[src/rtl/depth_pkg.sv]
// depth_pkg: depth compare function codes and depth test FSM state encoding
package depth_pkg;
    typedef enum logic [2:0] {
        Z_NEVER, Z_LESS, Z_LEQUAL, Z_GREATER, Z_GEQUAL, Z_EQUAL, Z_NOTEQUAL, Z_ALWAYS
    } z_func_t;
    localparam logic [2:0] Z_FUNC_NEVER    = 3'd0;
    localparam logic [2:0] Z_FUNC_LESS     = 3'd1;
    localparam logic [2:0] Z_FUNC_LEQUAL   = 3'd2;
    localparam logic [2:0] Z_FUNC_GREATER  = 3'd3;
    localparam logic [2:0] Z_FUNC_GEQUAL   = 3'd4;
    localparam logic [2:0] Z_FUNC_EQUAL    = 3'd5;
    localparam logic [2:0] Z_FUNC_NOTEQUAL = 3'd6;
    localparam logic [2:0] Z_FUNC_ALWAYS   = 3'd7;
    typedef enum logic [2:0] {IDLE, RD_REQ, RD_WAIT, WRITE, EMIT, CLEAR} state_t;
endpackage

[src/rtl/depth_compare.sv]
// depth_compare: unsigned depth comparison a (incoming) against b (stored)
//   a, b : depth values; func : compare function; pass : comparison result
module depth_compare
    import depth_pkg::*;
#(
    parameter int W = 16
) (
    input  logic [W-1:0] a,
    input  logic [W-1:0] b,
    input  z_func_t      func,
    output logic         pass
);
    always_comb pass = func == Z_LESS     ? a <  b :
                       func == Z_LEQUAL   ? a <= b :
                       func == Z_GREATER  ? a >  b :
                       func == Z_GEQUAL   ? a >= b :
                       func == Z_EQUAL    ? a == b :
                       func == Z_NOTEQUAL ? a != b :
                       func == Z_ALWAYS;
endmodule

[src/rtl/depth_test_unit.sv]
// depth_test_unit: streaming per-fragment depth test and Z buffer clear
//   frag_*      : fragment input stream (valid/ready, x, y, z)
//   out_*       : result stream (valid/ready, x, y, pass)
//   rd_req_* / rd_resp_* : Z buffer read request and response
//   wr_*        : Z buffer write (fragment update or clear)
//   base_addr_i, z_func_i, z_write_en_i, clear_i, clear_value_i : control
//   busy_o, clear_done_o : status
module depth_test_unit
    import depth_pkg::*;
#(
    parameter int Z_SIZE    = 16,
    parameter int X_RES     = 64,
    parameter int Y_RES     = 64,
    parameter int ADDR_SIZE = 32,
    parameter int XW        = X_RES > 1 ? $clog2(X_RES) : 1,
    parameter int YW        = Y_RES > 1 ? $clog2(Y_RES) : 1
) (
    input  logic                 clk_i,
    input  logic                 rst_i,
    input  logic [ADDR_SIZE-1:0] base_addr_i,
    input  logic [2:0]           z_func_i,
    input  logic                 z_write_en_i,
    input  logic                 clear_i,
    input  logic [Z_SIZE-1:0]    clear_value_i,
    input  logic                 frag_valid_i,
    output logic                 frag_ready_o,
    input  logic [XW-1:0]        frag_x_i,
    input  logic [YW-1:0]        frag_y_i,
    input  logic [Z_SIZE-1:0]    frag_z_i,
    output logic                 out_valid_o,
    input  logic                 out_ready_i,
    output logic [XW-1:0]        out_x_o,
    output logic [YW-1:0]        out_y_o,
    output logic                 out_pass_o,
    output logic                 rd_req_valid_o,
    input  logic                 rd_req_ready_i,
    output logic [ADDR_SIZE-1:0] rd_addr_o,
    input  logic                 rd_resp_valid_i,
    output logic                 rd_resp_ready_o,
    input  logic [Z_SIZE-1:0]    rd_data_i,
    output logic                 wr_valid_o,
    input  logic                 wr_ready_i,
    output logic [ADDR_SIZE-1:0] wr_addr_o,
    output logic [Z_SIZE-1:0]    wr_data_o,
    output logic                 busy_o,
    output logic                 clear_done_o
);
    localparam int NPIX = X_RES * Y_RES;
    localparam int CW   = $clog2(NPIX + 1);
    state_t               state, state_d, acc_state;
    logic [XW-1:0]        x_q;
    logic [YW-1:0]        y_q;
    logic [Z_SIZE-1:0]    data_q;
    logic [ADDR_SIZE-1:0] addr_q, frag_addr;
    logic [CW-1:0]        cnt;
    z_func_t              func_q, f_in;
    logic                 we_q, pass_q, done_q, oob, acc_pass, cmp_pass, last;
    assign f_in      = z_func_t'(z_func_i);
    assign oob       = 32'(frag_x_i) >= X_RES || 32'(frag_y_i) >= Y_RES;
    assign frag_addr = base_addr_i + ADDR_SIZE'(frag_y_i) * ADDR_SIZE'(X_RES) + ADDR_SIZE'(frag_x_i);
    assign acc_pass  = !oob && f_in == Z_ALWAYS;
    // Out-of-range, NEVER and ALWAYS are resolved at accept without reading memory
    assign acc_state = oob || f_in == Z_NEVER ? EMIT :
                       f_in == Z_ALWAYS ? (z_write_en_i ? WRITE : EMIT) : RD_REQ;
    assign last      = cnt == CW'(NPIX - 1);
    depth_compare #(.W(Z_SIZE)) u_cmp (
        .a    (data_q),
        .b    (rd_data_i),
        .func (func_q),
        .pass (cmp_pass)
    );
    always_comb begin
        state_d = state;
        case (state)
            IDLE:    state_d = clear_i ? CLEAR : frag_valid_i ? acc_state : IDLE;
            RD_REQ:  state_d = rd_req_ready_i ? RD_WAIT : RD_REQ;
            RD_WAIT: state_d = rd_resp_valid_i ? (cmp_pass && we_q ? WRITE : EMIT) : RD_WAIT;
            WRITE:   state_d = wr_ready_i ? EMIT : WRITE;
            EMIT:    state_d = out_ready_i ? IDLE : EMIT;
            CLEAR:   state_d = wr_ready_i && last ? IDLE : CLEAR;
            default: state_d = IDLE;
        endcase
    end
    // data_q holds the fragment depth during a test and the clear value during a clear
    always_ff @(posedge clk_i or posedge rst_i) begin
        if (rst_i) begin
            state  <= IDLE;
            x_q    <= '0;
            y_q    <= '0;
            data_q <= '0;
            addr_q <= '0;
            cnt    <= '0;
            func_q <= Z_NEVER;
            we_q   <= 1'b0;
            pass_q <= 1'b0;
            done_q <= 1'b0;
        end else begin
            state  <= state_d;
            done_q <= 1'b0;
            case (state)
                IDLE: begin
                    if (clear_i) begin
                        cnt    <= '0;
                        addr_q <= base_addr_i;
                        data_q <= clear_value_i;
                    end else if (frag_valid_i) begin
                        x_q    <= frag_x_i;
                        y_q    <= frag_y_i;
                        data_q <= frag_z_i;
                        func_q <= f_in;
                        we_q   <= z_write_en_i;
                        addr_q <= frag_addr;
                        pass_q <= acc_pass;
                    end
                end
                RD_WAIT: if (rd_resp_valid_i) pass_q <= cmp_pass;
                CLEAR: begin
                    if (wr_ready_i) begin
                        addr_q <= addr_q + ADDR_SIZE'(1);
                        cnt    <= cnt + CW'(1);
                        done_q <= last;
                    end
                end
                default: ;
            endcase
        end
    end
    assign frag_ready_o    = state == IDLE && !clear_i && !rst_i;
    assign rd_req_valid_o  = state == RD_REQ;
    assign rd_resp_ready_o = state == RD_WAIT;
    assign wr_valid_o      = state == WRITE || state == CLEAR;
    assign out_valid_o     = state == EMIT;
    assign busy_o          = state != IDLE;
    assign rd_addr_o       = addr_q;
    assign wr_addr_o       = addr_q;
    assign wr_data_o       = data_q;
    assign out_x_o         = x_q;
    assign out_y_o         = y_q;
    assign out_pass_o      = pass_q;
    assign clear_done_o    = done_q;
endmodule
[config.mk]
export PLATFORM = sky130hd
export DESIGN_NAME = depth_test_unit
export DESIGN_NICKNAME = d
export VERILOG_FILES = /design/src/rtl/depth_pkg.sv /design/src/rtl/depth_compare.sv /design/src/rtl/depth_test_unit.sv
export SDC_FILE = /design/constraint.sdc
export NUM_CORES = 1
export LEC_CHECK = 0
export CORE_MARGIN = 8
export CORE_UTILIZATION = 30
export CTS_CLUSTER_SIZE = 10
export DETAILED_ROUTE_END_ITERATION = 7
export PLACE_DENSITY = 0.56
export SLEW_MARGIN = 20
export SYNTH_ARGS = -nofsm -noshare
export SYNTH_HDL_FRONTEND = slang
export SYNTH_SLANG_ARGS = --single-unit
export TNS_END_PERCENT = 50
[constraint.sdc]
create_clock -name clk_i -period 3.8 [get_ports clk_i]
set_clock_uncertainty 0.05 [all_clocks]
set_input_delay 0.38 -clock clk_i [delete_from_list [all_inputs] [get_ports clk_i]]
set_output_delay 0.38 -clock clk_i [all_outputs]
set_load 0.01 [all_outputs]
==> out/metrics.cfg <==
[drt]
wl_per_cell_um = 17.84
drt-total-wl_mm = 20.49
ant_nets = 0
dr.pass1.iters = 4
vias = 5736
drc = 0
via_per_inst = 4.997
drtIter0Drc = 241

[timing]
finalCriticalPeriod_ns = 3.107
slew_headroom = 0.4970
max_slew.worst_pin.slew_ns = 0.7536
slew_violations = 0
finalSetupTns_ns = 0
fmax_mhz = 321.9
setup_viol = 0
setup_ws_ns = 0.6930
period_share = 0.8176
worst_hold_slack_ns = 0.4460
rsz0062_at_grt = false
hold_viol = 0

[synth]
synth_edf_count = 0
yosys.area.top_type_share = 0.3387
ys_seq_elements = 82
synth_cell_types = 68
ys_seq_area_frac = 0.3387
ys_warn_count = 0
synth_cells = 711
async_flop_share = 1.000
ys_top_cells_by_count = dfrtp_1 (82), nor2_1 (64), a21oi_1 (62), nand2_1 (61), o21ai_0 (56)
syn_nets = 846
synth.area.top_cells = dfrtp_1 (34%), ha_1 (6.2%), a21oi_1 (5.1%)
syn_avg_cell_area_um2 = 8.521
netlist_area_um2 = 6058
synth.most_common_cell = dfrtp_1
yosysTopAreaCell = dfrtp_1
synth_flop_cell = dfrtp_1

[grt]
track_usage = 0.1625
grt_max_degree = 47
grt_pass1_wl_mm = 31.64
antenna_found_initial = 0
grt-ovfl-total = 0
grt_pass1_vias = 5638

[cells_and_area]
n_antenna_cell = 0
syn2layout_area_growth_pct = 40.02
fillers = 2052
final_nets = 1008
fin_area_um2 = 8483
final_util = 0.4233
drive_above_1_share = 0.07062

[clock_network]
hold_buffers = 0
post-cts-setup-buffer-count = 0
htree_levels = 3
cts_repair_resize_count = 0
clockBufferDepth = 2
clkSinkCount = 82
cts_buffers = 9
cts_root_buffer = clkbuf_16
clk_pin_slew_worst_paths_ns = 0.06
clkLatencyLatePin_ns = 0.35
cts_tree = built

[setup_path]
worstSetupPathType = input port to flip-flop
arrival_ns = 3.25
worst_setup_path_start_kind = input port
ff2ff_path_depth = 8
r2r_start = wr_data_o[14]
required_ns = 3.95
worstPathMaxFanout = 8
cp-startpoint = base_addr_i[0]
r2r_slack_ns = 1.14
r2r_end = state[0]
end_kind = flip-flop
cp-endpoint = rd_addr_o[16]

[job]
cap_violations = 0

[die]
start_util = 0.3023
die_w_um = 158.1
core_area_um2 = 20040
ioPinCount = 204
die_h_um = 158.1
fp.dieArea_um2 = 25000
row_count = 52

[placement]
place_congestion = 0.8336
detailed_place_hpwl_mm = 16.03
placed_area_um2 = 8148
dp_slack_ns = 0.4254
portBuffers = 203

[power]
p_leak_uw = 0.003465
ir_drop_v = 0.0003538
powerDensity_nw_per_um2 = 704.6

[run_status]
status = finished, final reports clean

[hold_path]
hp-class = input port to asynchronous set/reset pin

[cell type report]
type	count	area, um2	area share
sequential	82	2052	0.2419
clock buffer	11	232.7	0.02743
inverter	30	113.9	0.01342
multi-input combinational	536	3522	0.4152
timing repair buffer	214	2122	0.2501
clock inverter	5	102.6	0.01209
tap	270	337.8	0.03982
[cells by family (layout without fill, tap and decap cells)]
kind of cell             count (synthesis)  in the layout  share of synthesized area
XOR/XNOR                                32             32                    0.04626
adder cells (fa/ha/maj)                 31             31                    0.06526
multiplexers                            40             40                    0.06939
AND/OR/NAND/NOR                        240            240                     0.2074
flip-flops                              82             82                     0.3387
buffers and inverters                   93            260                    0.08075
AO/OA/AOI/OAI                          193            193                     0.1923
[stage by stage]
step,cells,total power (uW)
final,1148,5977
after global routing,1148,6412
after CTS,1148,6056
after detailed placement,1132,5019
after global placement,1132,4983
after floorplan,711,3509
[how the worst min path moves through the flow]
stage,startpoint,endpoint
floorplan,cnt[12],clear_done_o
global placement,out_x_o[4],out_x_o[4]
detailed placement,cnt[12],clear_done_o
CTS,rst_i,out_x_o[3]
global route,cnt[12],clear_done_o
finish,rst_i,out_x_o[3]
[critical path, stage by stage]
cell	delay [ns]
clkdlybuf4s50_1	0.48
ha_1	0.18
inv_1	0.06
fa_1	0.38
nor2b_1	0.16
o21ai_1	0.09
a21boi_0	0.34
o21ai_0	0.25
a21boi_2	0.48
o21ai_0	0.17
xor2_1	0.15
o221ai_1	0.13
[flip-flops by register name (all words and copies together), names as in the netlist]
register	cells
rd_addr_o	32
wr_data_o	16
cnt	13
out_x_o	6
out_y_o	6
func_q	3
state	3
clear_done_o	1
out_pass_o	1
we_q	1
[cell usage in the layout, fill, tap and decap left out, drive strengths merged, types with 9 or more instances in the layout]
cell | netlist | layout
clkdlybuf4s50 | 0 | 202
xor2 | 23 | 23
a31oi | 14 | 14
a21oi | 65 | 65
mux2i | 24 | 24
and3 | 12 | 12
nor2 | 65 | 65
o21ai | 60 | 60
mux2 | 16 | 16
inv | 30 | 29
ha | 30 | 30
buf | 45 | 12
xnor2 | 9 | 9
dfrtp | 82 | 82
nor3 | 14 | 14
nand4 | 13 | 13
nand2 | 61 | 61
and2 | 10 | 10
nand3 | 25 | 25
clkbuf | 18 | 11
[layer usage]
layer	GRT usage	vias to the layer above	share of wire
li1	-	2855	-
met1	0.2010	2722	0.43
met2	0.2709	138	0.49
met3	0.04450	21	0.067
met4	0.04805	0	0.016
met5	0	-	0
[power breakdown]
group | leakage [uW] | internal (uW) | switching (uW)
logic | 0.00232 | 1640 | 1540
clock network | 0.000160 | 642 | 370
registers | 0.000988 | 1250 | 528
Power figures use the tool's default switching activity.
